**src/rtl/uart_rx_pkg.sv**
```systemverilog
`default_nettype none
// ============================================================================
// Module      : uart_rx_pkg
// Description : Shared state encoding and default sizing for the UART receiver.
// Revision    : 1.0 - initial release
// ============================================================================
package uart_rx_pkg;

    localparam int OVERSAMPLE_DEF   = 16;
    localparam int DATA_BITS_DEF    = 8;
    localparam int SAMPLE_POINT_DEF = 7;

    typedef enum logic [2:0] {
        IDLE  = 3'd0,
        START = 3'd1,
        DATA  = 3'd2,
        STOP  = 3'd3,
        BREAK = 3'd4
    } rxState_e;

endpackage
`default_nettype wire

```
**src/rtl/uart_rx_sequencer_sync_2ff.sv**
```systemverilog
`default_nettype none
// ============================================================================
// Module      : sync_2ff
// Description : Two-flop synchronizer; resets to the idle-high line level.
// Revision    : 1.0 - initial release
// ============================================================================
module sync_2ff (
    input  logic clk,
    input  logic reset,
    input  logic i_d,
    output logic o_q
);

    logic r_meta;
    logic r_sync;

    always_ff @(posedge clk or posedge reset) begin
        if (reset) begin
            r_meta <= 1'b1;
            r_sync <= 1'b1;
        end else begin
            r_meta <= i_d;
            r_sync <= r_meta;
        end
    end

    assign o_q = r_sync;

endmodule
`default_nettype wire

```
**src/rtl/uart_rx_sequencer.sv**
```systemverilog
`default_nettype none
// ============================================================================
// Module      : uart_rx_sequencer
// Description : 16x-oversampled UART receive sequencer with valid/ack handoff.
// Revision    : 1.0 - initial release
// ============================================================================
module uart_rx_sequencer
    import uart_rx_pkg::*;
#(
    parameter int OVERSAMPLE   = OVERSAMPLE_DEF,
    parameter int DATA_BITS    = DATA_BITS_DEF,
    parameter int SAMPLE_POINT = SAMPLE_POINT_DEF
) (
    input  logic                 clk,
    input  logic                 reset,
    input  logic                 rx_in,
    input  logic                 rx_ack,
    output logic [DATA_BITS-1:0] rx_data,
    output logic                 rx_valid,
    output logic                 overrun,
    output logic                 frame_err,
    output logic                 busy
);

    localparam int c_SC_W = $clog2(OVERSAMPLE);
    localparam int c_BC_W = (DATA_BITS > 1) ? $clog2(DATA_BITS) : 1;

    localparam logic [c_SC_W-1:0] c_SAMPLE_MID  = c_SC_W'(SAMPLE_POINT);
    localparam logic [c_SC_W-1:0] c_SAMPLE_LAST = c_SC_W'(OVERSAMPLE - 1);
    localparam logic [c_BC_W-1:0] c_BIT_LAST    = c_BC_W'(DATA_BITS - 1);

    rxState_e             r_state;
    logic [c_SC_W-1:0]    r_sampleCnt;
    logic [c_BC_W-1:0]    r_bitCnt;
    logic [DATA_BITS-1:0] r_shift;
    logic [DATA_BITS-1:0] r_rxData;
    logic                 r_rxValid;
    logic                 r_overrun;
    logic                 r_frameErr;
    logic                 w_rxS;
    logic                 w_ackTaken;

    sync_2ff u_sync (
        .clk   (clk),
        .reset (reset),
        .i_d   (rx_in),
        .o_q   (w_rxS)
    );

    assign w_ackTaken = r_rxValid & rx_ack;

    always_ff @(posedge clk or posedge reset) begin
        if (reset) begin
            r_state     <= IDLE;
            r_sampleCnt <= '0;
            r_bitCnt    <= '0;
            r_shift     <= '0;
            r_rxData    <= '0;
            r_rxValid   <= 1'b0;
            r_overrun   <= 1'b0;
            r_frameErr  <= 1'b0;
        end else begin
            r_frameErr <= 1'b0;
            // A commit in STOP below overrides these when both happen together.
            if (w_ackTaken) begin
                r_rxValid <= 1'b0;
                r_overrun <= 1'b0;
            end

            case (r_state)
                IDLE: begin
                    if (!w_rxS) begin
                        r_state     <= START;
                        r_sampleCnt <= '0;
                        r_bitCnt    <= '0;
                    end
                end
                START: begin
                    if (r_sampleCnt == c_SAMPLE_MID) begin
                        r_state     <= w_rxS ? IDLE : DATA;
                        r_sampleCnt <= '0;
                        r_bitCnt    <= '0;
                    end else begin
                        r_sampleCnt <= r_sampleCnt + c_SC_W'(1);
                    end
                end
                DATA: begin
                    if (r_sampleCnt == c_SAMPLE_LAST) begin
                        r_shift     <= {w_rxS, r_shift[DATA_BITS-1:1]};
                        r_sampleCnt <= '0;
                        if (r_bitCnt == c_BIT_LAST) begin
                            r_state  <= STOP;
                            r_bitCnt <= '0;
                        end else begin
                            r_bitCnt <= r_bitCnt + c_BC_W'(1);
                        end
                    end else begin
                        r_sampleCnt <= r_sampleCnt + c_SC_W'(1);
                    end
                end
                STOP: begin
                    if (r_sampleCnt == c_SAMPLE_LAST) begin
                        r_sampleCnt <= '0;
                        if (w_rxS) begin
                            r_rxData  <= r_shift;
                            r_rxValid <= 1'b1;
                            // Overrun only when the old character is lost unacknowledged.
                            r_overrun <= r_overrun | (r_rxValid & ~rx_ack);
                            r_state   <= IDLE;
                        end else begin
                            r_frameErr <= 1'b1;
                            r_state    <= BREAK;
                        end
                    end else begin
                        r_sampleCnt <= r_sampleCnt + c_SC_W'(1);
                    end
                end
                BREAK: begin
                    r_sampleCnt <= '0;
                    if (w_rxS) begin
                        r_state <= IDLE;
                    end
                end
                default: begin
                    r_state     <= IDLE;
                    r_sampleCnt <= '0;
                    r_bitCnt    <= '0;
                end
            endcase
        end
    end

    assign rx_data   = r_rxData;
    assign rx_valid  = r_rxValid;
    assign overrun   = r_overrun;
    assign frame_err = r_frameErr;
    assign busy      = (r_state != IDLE);

endmodule
`default_nettype wire

```
**config.mk**
```make
export PLATFORM = sky130hd
export DESIGN_NAME = uart_rx_sequencer
export DESIGN_NICKNAME = d
export VERILOG_FILES = /design/src/rtl/uart_rx_pkg.sv /design/src/rtl/uart_rx_sequencer_sync_2ff.sv /design/src/rtl/uart_rx_sequencer.sv
export SDC_FILE = /design/constraint.sdc
export NUM_CORES = 1
export LEC_CHECK = 0
export CORE_MARGIN = 1.5
export CORE_UTILIZATION = 40
export CTS_BUF_LIST = sky130_fd_sc_hd__clkbuf_16
export DETAILED_ROUTE_END_ITERATION = 10
export GPL_ROUTABILITY_DRIVEN = 0
export HOLD_SLACK_MARGIN = 0.06
export PLACE_DENSITY_LB_ADDON = 0.3
export RECOVER_POWER = 100
export SYNTH_ARGS = -nofsm -noshare
export SYNTH_HDL_FRONTEND = slang
export SYNTH_HIERARCHICAL = 1
export SYNTH_SLANG_ARGS = --single-unit
```
**constraint.sdc**
```tcl
create_clock -name clk -period 3.8 [get_ports clk]
set_clock_uncertainty 0.1 [all_clocks]
set_input_delay 0.76 -clock clk [delete_from_list [all_inputs] [get_ports clk]]
set_output_delay 0.76 -clock clk [all_outputs]
set_load 0.01 [all_outputs]
```
Yosys cells after proc, flatten, opt, wreduce, memory -nomap -nowiden
Index checks and enable logic that the tools add are counted.

Equal/unequal tests: 13. Reduce and logical (&&, ||, !) cells: 8. Bitwise logic cells: 5. Mux-type cells: 29. Add/subtract/negate cells: 2.

Operator list (number): 2-to-1 mux 3 bit (11); case mux 3 bit (5 select lines) (1); 2-to-1 mux 4 bit (3); case mux 3 bit (4 select lines) (1); case mux 4 bit (3 select lines) (1); 2-to-1 mux 1 bit (11); inequality test 2 bit (second input constant) (5); == test 3 x 2 -> 1 bit (second input constant) (2); == test 3 bit (second input constant) (2); AND reduction 6 bit (1); adder 4 x 1 -> 4 bit (second input constant) (1); == test 4 x 3 -> 1 bit (second input constant) (1); == test 4 bit (second input constant) (1); AND reduction 4 bit (1); OR reduction 2 bit (2); adder 3 x 1 -> 3 bit (second input constant) (1); == test 3 x 1 -> 1 bit (second input constant) (1); zero test 3 bit (1); AND reduction 3 bit (1); nonzero test 3 bit (1); bitwise AND 1 bit (2); 2-to-1 mux 2 bit (1); inequality test 2 x 1 -> 1 bit (second input constant) (1); inverter 1 bit (2); 2 further kinds (2).

Output and inout bits: 12. Flip-flop bits (word level): 31. Input bits: 4. Word-level logic and storage cells: 67.

Longest topological paths before layout
Gate-level depths: netlist (run 1).

Depth in word-level cells: 6. Mapped depth: 6. Depth with buffers taken out: 5.

Modules after synthesis
Netlist (run 1), hierarchy kept.

Modules (own cells, without submodules): uart_rx_sequencer (instances 1, cells each 124, seq. area each 725.7 um^2, area an instance 1345.0 um^2); sync_2ff (instances 1, cells each 3, seq. area each 52.6 um^2, area an instance 56.3 um^2).

Least setup slack after synthesis (run 1)
Ideal clock, no wire load.

Path type: reg2out. Start point: register r_state[1]. End point: output busy. Slack: 1.927 ns. Cell stages (with the launch flop): 3. Data arrival time: 1.013 ns. Required time: 2.940 ns. Path buffers: 1. Path through: dfrtp_1 buf_6 or3_2.

Cells in the longest elaborated chain, start to end: 1.

RTL lines: start: declaration (line uart_rx_sequencer.sv:32) `rxState_e r_state;`; start signal: assignment (line uart_rx_sequencer.sv:80) `r_state <= w_rxS ? IDLE : DATA;`; nonzero test 3 bit (line uart_rx_sequencer.sv:137) `assign busy = (r_state != IDLE);`; end: declaration (line uart_rx_sequencer.sv:22) `output logic busy`.

No other way between the ends.

Worst setup path after layout (run 1)
Same ends and word-level chain as after synthesis.

==> metrics.txt, run 1 <==
status=completed; I/O pins=16; max_cap viols=0; # resized after CTS=0; Crit. End Element=primary output; reg2reg path depth=4; proportion of layout cells with a drive suffix above 1=13.99%; count of unique library cells instantiated by Yosys=34; Cells after Synth=roughly 130; Worst Setup Slack, final=approximately 1.1 ns; Setup WS pre-CTS=1.478 ns; Clock Power Share=41.1%; vias per inst=between 4 and 5; CP arrival=around 1.9 ns; Critical Path, Cell by Cell=or3_2, dlygate4sd3_1; DP HPWL=roughly 1600 µm; RSZ-0062 raised after global routing=no; non-filler cells, final=between 150 and 200; Pwr per Cell Area=between 600 and 700 mW/mm²; slowest CP cell=dlygate4sd3_1; clock slew at reported path FFs=around 0.050 ns; maximum vdd drop=0.0002689 V; final setup fails=0; Diodes inserted=0; H-Tree Depth=2; Final Hold Viols=0; Worst Path Max Fanout=11; 1st-iter DRT viols=34; Crit path required time=2.94 ns; internal power=~760 µW; Core ar.=about 0.0033 mm²; leak pwr=about 0.00086 µW; total die area=~0.0039 mm²; CTS tree=built; hold buffers post-CTS=0; total gr overflow=0; initial antenna violation count=0; layout net count=150; largest net degree at the start of global routing=30; first-pass GRT wire length=between 4000 and 5000 µm; Synth Area per Inst=about 11 µm²; Sw Ratio=between 20% and 30%; Synth Register Bits=31; FMAX=0.3687 GHz; Max stage delay on crit path=approximately 0.61 ns; Slew Limit Fails=0; Synth Net Count=134; dpl cells=between 150 and 200; clk sinks=31; TNS Setup=0 ns; Port-buffer cells=15; vias in the first global route=around 910; critical path endpoint=busy; clk_lat worst skew=roughly 0.26 ns; # rows=21; Via Count=934; Syn-to-layout area delta=19.73%; drt total wl=around 2400 µm; mapped cell area=~0.0014 mm²; Post-CTS Repair Setup Buffers=0; WS Path Type=reg -> out; Routed Antenna Nets=0; DR pass1 iterations=4; reg2reg end=r_bitCnt[2]; root buf cell=clkbuf_16; Total GRT Usage=13.79%; WL/cell=around 13 µm; yosys warns=6; DRC viols=0; startpoint types=flip-flop; reg-to-reg slack, setup=approximately 1.7 ns; Starting Density=41.99%; post-route clock period utilization=around 71%; Die W=approximately 62 µm; Max-slew headroom=around 28%; Max Root-Sink Buffers=2; RR Startpoint=r_sampleCnt[1]; Seq/Total Area, Yosys=55.54%; chip height=between 60 and 70 µm; crit path launch=r_state[1]; Hold Path Class=reg -> reg; CTS buffer count=5; Seq pwr share=a little over two fifths; Slew @ Worst Pin=around 1.1 ns; Combinational Power Share=16.7%; final critical-path required period=roughly 2.7 ns; NetSw=roughly 280 µW
-- stage by stage --
step / total power [µW] / hold slack [ns] / util, % / cell area [µm²]
floorplan: 606.5 / 0.2452 / - / 1401
global placement: 621.8 / 0.2471 / 46.68 / 1558
detailed placement: 630.9 / 0.2470 / 46.68 / 1558
CTS: 1061 / 0.2539 / 51.44 / 1717
global route: 1098 / 0.2619 / 50.28 / 1678
finish: 1035 / 0.2534 / 50.28 / 1678
-- layer usage --
layer  global-route usage [%]  part of all wire, %  up-vias
li1                         -                    -      467
met4                    6.389                 0.75        0
met1                    17.98                   49      449
met3                    4.529                  4.2        2
met5                        0                    0        -
met2                    20.92                   46       16
-- flip-flops by register name (all words and copies together), names as in the netlist --
| register | cells |
|---|---|
| u_sync/r_meta | 1 |
| overrun | 1 |
| frame_err | 1 |
| r_state | 3 |
| rx_valid | 1 |
| u_sync/o_q | 1 |
| r_sampleCnt | 4 |
| rx_data | 8 |
| r_shift | 8 |
| r_bitCnt | 3 |
-- layout make-up --
class                           instances  area, µm²
Clock buffer                            5      125.1
Inverter                                8      30.03
Multi-Input combinational cell         82      503.0
Sequential cell                        31      778.2
Clock inverter                          2      33.78
Timing Repair Buffer                   15      150.1
Tap cell                               46      57.56
Fill cell                             305       1659
-- power groups by stage --
stage               clock [µW]  combinational [µW]  sequential (µW)
floorplan                    0                 199              408
global placement             0                 180              442
detailed placement           0                 185              446
CTS                        434                 186              441
global route               454                 197              447
finish                     425                 173              437
-- worst min-delay path by stage --
stage             startpoint         end  slack (ns)  cells past startpoint
2_1_floorplan  u_sync/r_meta  u_sync/o_q        0.25                      0
6_report       u_sync/r_meta  u_sync/o_q        0.25                      0
3_3_place_gp   u_sync/r_meta  u_sync/o_q        0.25                      0
3_5_place_dp   u_sync/r_meta  u_sync/o_q        0.25                      0
4_1_cts        u_sync/r_meta  u_sync/o_q        0.25                      0
5_1_grt        u_sync/r_meta  u_sync/o_q        0.26                      0
-- critical path: cells and delay by family, from the launching register on --
family	cells	cell delay, ns
simple gates	1	0.50
flops	1	0.48
buf+inv	1	0.61
-- cell families after synthesis --
family | Yosys count | share of synthesized area (%)
simple gates | 46 | 17.23
compound gates | 23 | 11.07
mux | 8 | 6.429
fa+ha+maj | 3 | 2.679
xor+xnor | 2 | 1.250
flops | 31 | 55.54
buf+inv | 14 | 5.804
-- layout by cell type (no fill, tap or decap) --
| cell | n |
|---|---|
| dfrtp_1 | 29 |
| nand2_1 | 26 |
| dlygate4sd3_1 | 14 |
| inv_1 | 9 |
| mux2_2 | 8 |
| nor2_1 | 6 |
| o21ai_0 | 6 |
| a21oi_1 | 6 |
| clkbuf_16 | 5 |
| nand3_1 | 3 |
| nor3_1 | 3 |
| a31oi_1 | 3 |
| ha_1 | 3 |
| a22o_1 | 2 |
| xnor2_1 | 2 |
| dfstp_2 | 2 |
| nand4_1 | 1 |
| or3_1 | 1 |
| and3b_2 | 1 |
| and3_2 | 1 |
| o22a_2 | 1 |
| nand3b_1 | 1 |
| or3b_1 | 1 |
| o32ai_1 | 1 |
| a41oi_1 | 1 |
| or3_2 | 1 |
| and3_1 | 1 |
| a221oi_1 | 1 |
| a211oi_1 | 1 |
| a21o_1 | 1 |
| bufinv_16 | 1 |
| clkdlybuf4s50_1 | 1 |
-- cells in the mapped netlist --
| cell type | number | area (µm²) |
|---|---|---|
| nand3b_1 | 1 | 7.510 |
| mux2_2 | 8 | 90.09 |
| o32ai_2 | 1 | 16.27 |
| nand2_1 | 26 | 97.59 |
| a21o_1 | 1 | 7.510 |
| nor3_2 | 2 | 20.02 |
| and3_2 | 1 | 7.510 |
| nor2_2 | 1 | 6.260 |
| a21oi_1 | 6 | 30.03 |
| nor2_1 | 5 | 18.77 |
| nand4_2 | 1 | 12.51 |
| nor3_1 | 1 | 5.000 |
| nand3_4 | 1 | 17.52 |
| nand3_1 | 2 | 10.01 |
| inv_1 | 8 | 30.03 |
| buf_4 | 1 | 7.510 |
| xnor2_1 | 2 | 17.52 |
| ha_1 | 3 | 37.54 |
| or3_2 | 1 | 7.510 |
| dfstp_2 | 2 | 52.55 |
| o21ai_0 | 6 | 30.03 |
| and3_1 | 1 | 6.260 |
| buf_2 | 2 | 10.01 |
| or3b_1 | 1 | 8.760 |
| o22a_2 | 1 | 10.01 |
| dfrtp_1 | 29 | 725.7 |
| a31oi_1 | 3 | 18.77 |
| and3b_2 | 1 | 10.01 |
| or3_1 | 1 | 6.260 |
| buf_6 | 3 | 33.78 |
| a221oi_1 | 1 | 8.760 |
| a22o_1 | 2 | 17.52 |
| a211oi_1 | 1 | 7.510 |
| a41oi_1 | 1 | 8.760 |
Note: power is estimated with default switching activity, not from simulation.
==> inputs of run 2 (changes only) <==
- clock period: 3.8 -> 2.4 ns (I/O delays scaled with it)
==> run 2 against run 1 <==
  * Cell count is 2.1% higher
  * Sequential power is 57% higher
  * Highest routed layer unchanged
  * Clock power is 65% higher
  * Cell area is 1.5% higher
  * Largest cell class unchanged
  * Setup slack worse by 1.0 ns
==> metrics.txt, run 2 (synthesis results as in run 1) <==
Pwr per Cell Area=992.2 mW/mm² (+61%); layout net count=153 (+2.0%); Diodes inserted=0 (unchanged); Port-buffer cells=15 (unchanged); DP HPWL=1654 µm (+4.2%); CTS buffer count=5 (unchanged); Worst Setup Slack, final=0.05590 ns (-1.032 ns); post-route clock period utilization=97.67%; Crit path required time=1.82 ns (-1.12 ns); # rows=21 (unchanged); Critical Path, Cell by Cell=or3_2, clkdlybuf4s50_1; slowest CP cell=or3_2; Syn-to-layout area delta=21.52%; Core ar.=0.003337 mm² (unchanged); proportion of layout cells with a drive suffix above 1=16.33% (+2.3 points); final setup fails=0 (unchanged); clk_lat worst skew=0.27 ns (about the same); leak pwr=0.0008789 µW (+1.9%); commonest non-fill, non-tap cell in the layout=dfrtp_1; hold buffers post-CTS=0 (unchanged); commonest non-fill, non-tap cells in the layout=dfrtp_1, nand2_1, dlygate4sd3_1, mux2_2, inv_1; Slew @ Worst Pin=0.9604 ns (-0.1133 ns); Crit. End Element=primary output; max_cap viols=0 (unchanged); Routed Antenna Nets=0 (unchanged); Die W=62.19 µm (unchanged); 1st-iter DRT viols=58 (+71%); largest net degree at the start of global routing=30 (unchanged); RSZ-0062 raised after global routing=no; clock slew at reported path FFs=0.05 ns (about the same); TNS Setup=0 ns (unchanged); vias per inst=5.212 (+5.5%); sequential cell area=778.2 µm² (unchanged); status=completed; H-Tree Depth=2 (unchanged); Max-slew headroom=35.48% (+7.1 points); DRC viols=0 (unchanged); total gr overflow=0 (unchanged); Area after DPL=0.001580 mm² (+1.4%); DR pass1 iterations=5 (+1); Max Root-Sink Buffers=2 (unchanged); Starting Density=41.99% (unchanged); Via Count=1006 (+7.7%); cell area after layout=0.001703 mm² (+1.5%); first-pass GRT wire length=4491 µm (+7.1%); Hold Path Class=reg -> reg; root buf cell=clkbuf_16; Max stage delay on crit path=0.51 ns (-0.10 ns); CTS tree=built; # resized after CTS=0 (unchanged); Final Hold Viols=0 (unchanged); drt total wl=2524 µm (+5.7%); Total GRT Usage=14.77% (+0.98 points); Post-CTS Repair Setup Buffers=0 (unchanged); clk sinks=31 (unchanged); WP buf/inv=1 (unchanged); Setup WS pre-CTS=0.3433 ns (-1.135 ns); WL/cell=13.08 µm (+3.5%); maximum vdd drop=0.0005511 V (+100%); I/O pins=16 (unchanged); startpoint types=flip-flop; total die area=0.003868 mm² (unchanged); Worst Path Max Fanout=11 (unchanged); chip height=62.19 µm (unchanged); final hold slack=0.2544 ns (+0.001068 ns); Slew Limit Fails=0 (unchanged); vias in the first global route=1024 (+13%); CP arrival=1.76 ns (-0.09 ns); multi-input logic area=503.0 µm² (unchanged); WS Path Type=reg -> out; fillers=307 (+0.66%); Worst path top cell family by delay=simple AND/OR/NAND/NOR gates; final critical-path required period=2.344 ns; FMAX=around 0.43 GHz; initial antenna violation count=0 (unchanged)
-- run 2: cell count changes in the layout (fill, tap and decap cells not counted), sizes merged --
cell           change
clkbuf             +1
clkdlybuf4s50      +1
dlygate4sd3        -1
clkinv             +2
inv                -1
buf                +2
-- run 2: worst paths after layout --
check | start | end | slack (ns) | cells past startpoint
max in group asynchronous | reset | r_bitCnt[0] | 0.98 | 3
min in group asynchronous | reset | u_sync/r_meta | 0.59 | 2
setup reg to reg | r_sampleCnt[1] | r_bitCnt[2] | 0.33 | 4
setup / recovery | r_state[1] | busy | 0.06 | 2
hold / removal | u_sync/r_meta | u_sync/o_q | 0.25 | 0
hold reg to reg | u_sync/r_meta | u_sync/o_q | 0.25 | 0
-- run 2: layer usage --
metal | global-route usage, % | wire [µm]
met5 | 0 | 0
met4 | 8.889 | 61
met3 | 4.891 | 114
met2 | 22.83 | 1175
met1 | 18.00 | 1173
-- run 2: layout make-up --
type | count | share of cell area, %
repair buffers | 18 | 9.993
well taps | 46 | 3.380
flip-flops and latches | 31 | 45.70
multi-input cells | 82 | 29.54
clock buffers | 5 | 7.348
clock inverters | 3 | 2.278
inverters | 8 | 1.763
-- run 2: report_power, final --
part / switching, µW / internal [µW]
clock: 218 / 483
sequential: 94.4 / 590
combinational: 160 / 145
total: 472 / 1220
-- run 2: through the flow --
stage	total power [µW]	util, %	cells
6_report	1690	51.03	193
2_1_floorplan	960.3	-	127
3_5_place_dp	1015	47.36	185
3_3_place_gp	989.5	47.36	185
5_1_grt	1779	51.03	193
4_1_cts	1716	52.27	193
-- run 2: worst register-to-register path, stage by stage (launching register included) --
cell and delay [ns]:
dfrtp_1 0.40, ha_1 0.29, nand4_1 0.17, nor3_1 0.77, a22o_1 0.27
==> inputs of run 3 (changes only) <==
- GPL_TIMING_DRIVEN: default -> 0
==> run 3 against run 2 <==
  * Sequential share of layout area fell by 0.30 points
  * Flip-flop and latch count did not move
  * Die area did not move
  * Largest power group is now registers
  * Power fell by 5.9%
  * Via count fell by 1.1%
  * Sequential power fell by 5.3%
  * Critical endpoint unchanged
  * Count of clock-buffer cells in the layout did not move
  * Cell area rose by 0.66%
  * Clock power fell by 19%
  * Highest routed layer unchanged
  * Fmax rose by 9.9%
==> metrics.txt, run 3 (synthesis results as in run 1) <==
H-Tree Depth=2 (unchanged); root buf cell=clkbuf_16; internal power=1133 µW (-7.0%); clock slew at reported path FFs=0.05 ns (about the same); Routed Antenna Nets=0 (unchanged); # resized after CTS=0 (unchanged); DR pass1 iterations=4 (-1); total gr overflow=0 (unchanged); # rows=21 (unchanged); Final Hold Viols=0 (unchanged); Crit path required time=1.82 ns (about the same); NetSw=458.1 µW (-3.0%); I/O pins=16 (unchanged); 1st-iter DRT viols=41 (-29%); Core ar.=0.003337 mm² (unchanged); startpoint types=flip-flop; CP arrival=1.55 ns (-0.21 ns); Worst Path Max Fanout=10 (-1); Slew @ Worst Pin=1.086 ns (+0.1255 ns); DRC viols=0 (unchanged); TNS Setup=0 ns (unchanged); Die W=62.19 µm (unchanged); Port-buffer cells=15 (unchanged); Clock Power Share=35.8% (-5.7 points); Max Root-Sink Buffers=2 (unchanged); Via Count=995 (-1.1%); fin util=51.37% (+0.34 points); Diodes inserted=0 (unchanged); total die area=0.003868 mm² (unchanged); Seq pwr share=40.7% (+0.2 points); Slew Limit Fails=0 (unchanged); CTS tree=built; largest net degree at the start of global routing=30 (unchanged); Total GRT Usage=15.13% (+0.36 points); CTS buffer count=5 (unchanged); Area after DPL=0.001609 mm² (+1.8%); final setup fails=0 (unchanged); DP HPWL=1616 µm (-2.3%); Sw Ratio=28.80% (+0.85 points); max_cap viols=0 (unchanged); RSZ-0062 raised after global routing=no; clk_lat worst skew=0.27 ns (about the same); FMAX=0.4690 GHz (+9.9%); final total power=1591 µW (-5.9%); vias per inst=5.103 (-2.1%); vias in the first global route=1051 (+2.6%); status=completed; Post-CTS Repair Setup Buffers=0 (unchanged); proportion of layout cells with a drive suffix above 1=17.45% (+1.1 points); Combinational Power Share=23.4% (+5.4 points); Syn-to-layout area delta=22.32%; commonest non-fill, non-tap cell in the layout=dfrtp_1; hold buffers post-CTS=0 (unchanged); cell area after layout=0.001714 mm² (+0.66%); commonest non-fill, non-tap cells in the layout=dfrtp_1, nand2_1, dlygate4sd3_1, mux2_2, inv_1; final hold slack=0.2534 ns (-0.001001 ns); Pwr per Cell Area=928.0 mW/mm² (-6.5%); first-pass GRT wire length=4623 µm (+2.9%); Hold Path Class=reg -> reg; maximum vdd drop=0.0004365 V (-21%); initial antenna violation count=0 (unchanged); Crit. End Element=primary output; final critical-path required period=2.132 ns (-0.2117 ns); WL/cell=12.65 µm (-3.3%); leak pwr=0.0008826 µW (+0.43%); Max-slew headroom=27.53% (-8.0 points); post-route clock period utilization=88.85% (-8.8 points); WS Path Type=reg -> out; clk sinks=31 (unchanged); drt total wl=2466 µm (-2.3%); layout net count=156 (+2.0%); Starting Density=41.99% (unchanged); chip height=62.19 µm (unchanged)
run 3: changes by cell type in the layout (fill, tap and decap cells not counted), moves of 2 or more:
cell	previous run	this run
clkbuf_1	0	2
buf_6	0	3
nor3_2	0	2
nor3_1	3	1
run 3: area by class of cell:
cell class                 count  area (µm²)
fill                         298        1623
tap                           46       57.56
clock inverter                 2       8.758
sequential                    31       778.2
buffer                         6       48.80
clock buffer                   5       125.1
timing repair buffer          15       152.6
inverter                       8       30.03
multi-input combinational     82       513.0
run 3: path summary, 6_finish.rpt:
check,start,end,slack (ns),depth (start not counted)
setup / recovery,r_state[0],busy,0.27,3
hold / removal,u_sync/r_meta,u_sync/o_q,0.25,0
setup reg to reg,r_sampleCnt[0],rx_data[5],0.38,5
hold reg to reg,u_sync/r_meta,u_sync/o_q,0.25,0
max in group asynchronous,reset,rx_data[2],0.70,2
min in group asynchronous,reset,u_sync/r_meta,0.59,2
run 3: power by group through the flow:
stage	sequential, µW	clock (µW)	combinational, µW
final	648	570	373
after floorplan	646	0	315
after global placement	653	0	374
after global routing	658	606	429
after CTS	650	583	395
after detailed placement	657	0	394
run 3: critical path, stage by stage, from the launching register on:
cell and delay, ns:
dfrtp_1 0.39, clkbuf_1 0.23, or3_2 0.49, dlymetal6s2s_1 0.18
run 3: through the flow:
step / std cells / setup WS [ns]
after floorplan: 127 / 0.8075
after global placement: 188 / 0.3319
after detailed placement: 188 / 0.3237
after CTS: 195 / 0.01893
after global routing: 195 / 0.1791
final: 195 / 0.2676
run 3: routing by layer:
layer / global-route usage (%) / vias to the layer above / part of all wire (%)
met2: 25.54 / 29 / 48
met3: 5.072 / 4 / 5.3
met5: 0 / - / 0
li1: - / 481 / -
met1: 18.01 / 481 / 45
met4: 5.556 / 0 / 1.3
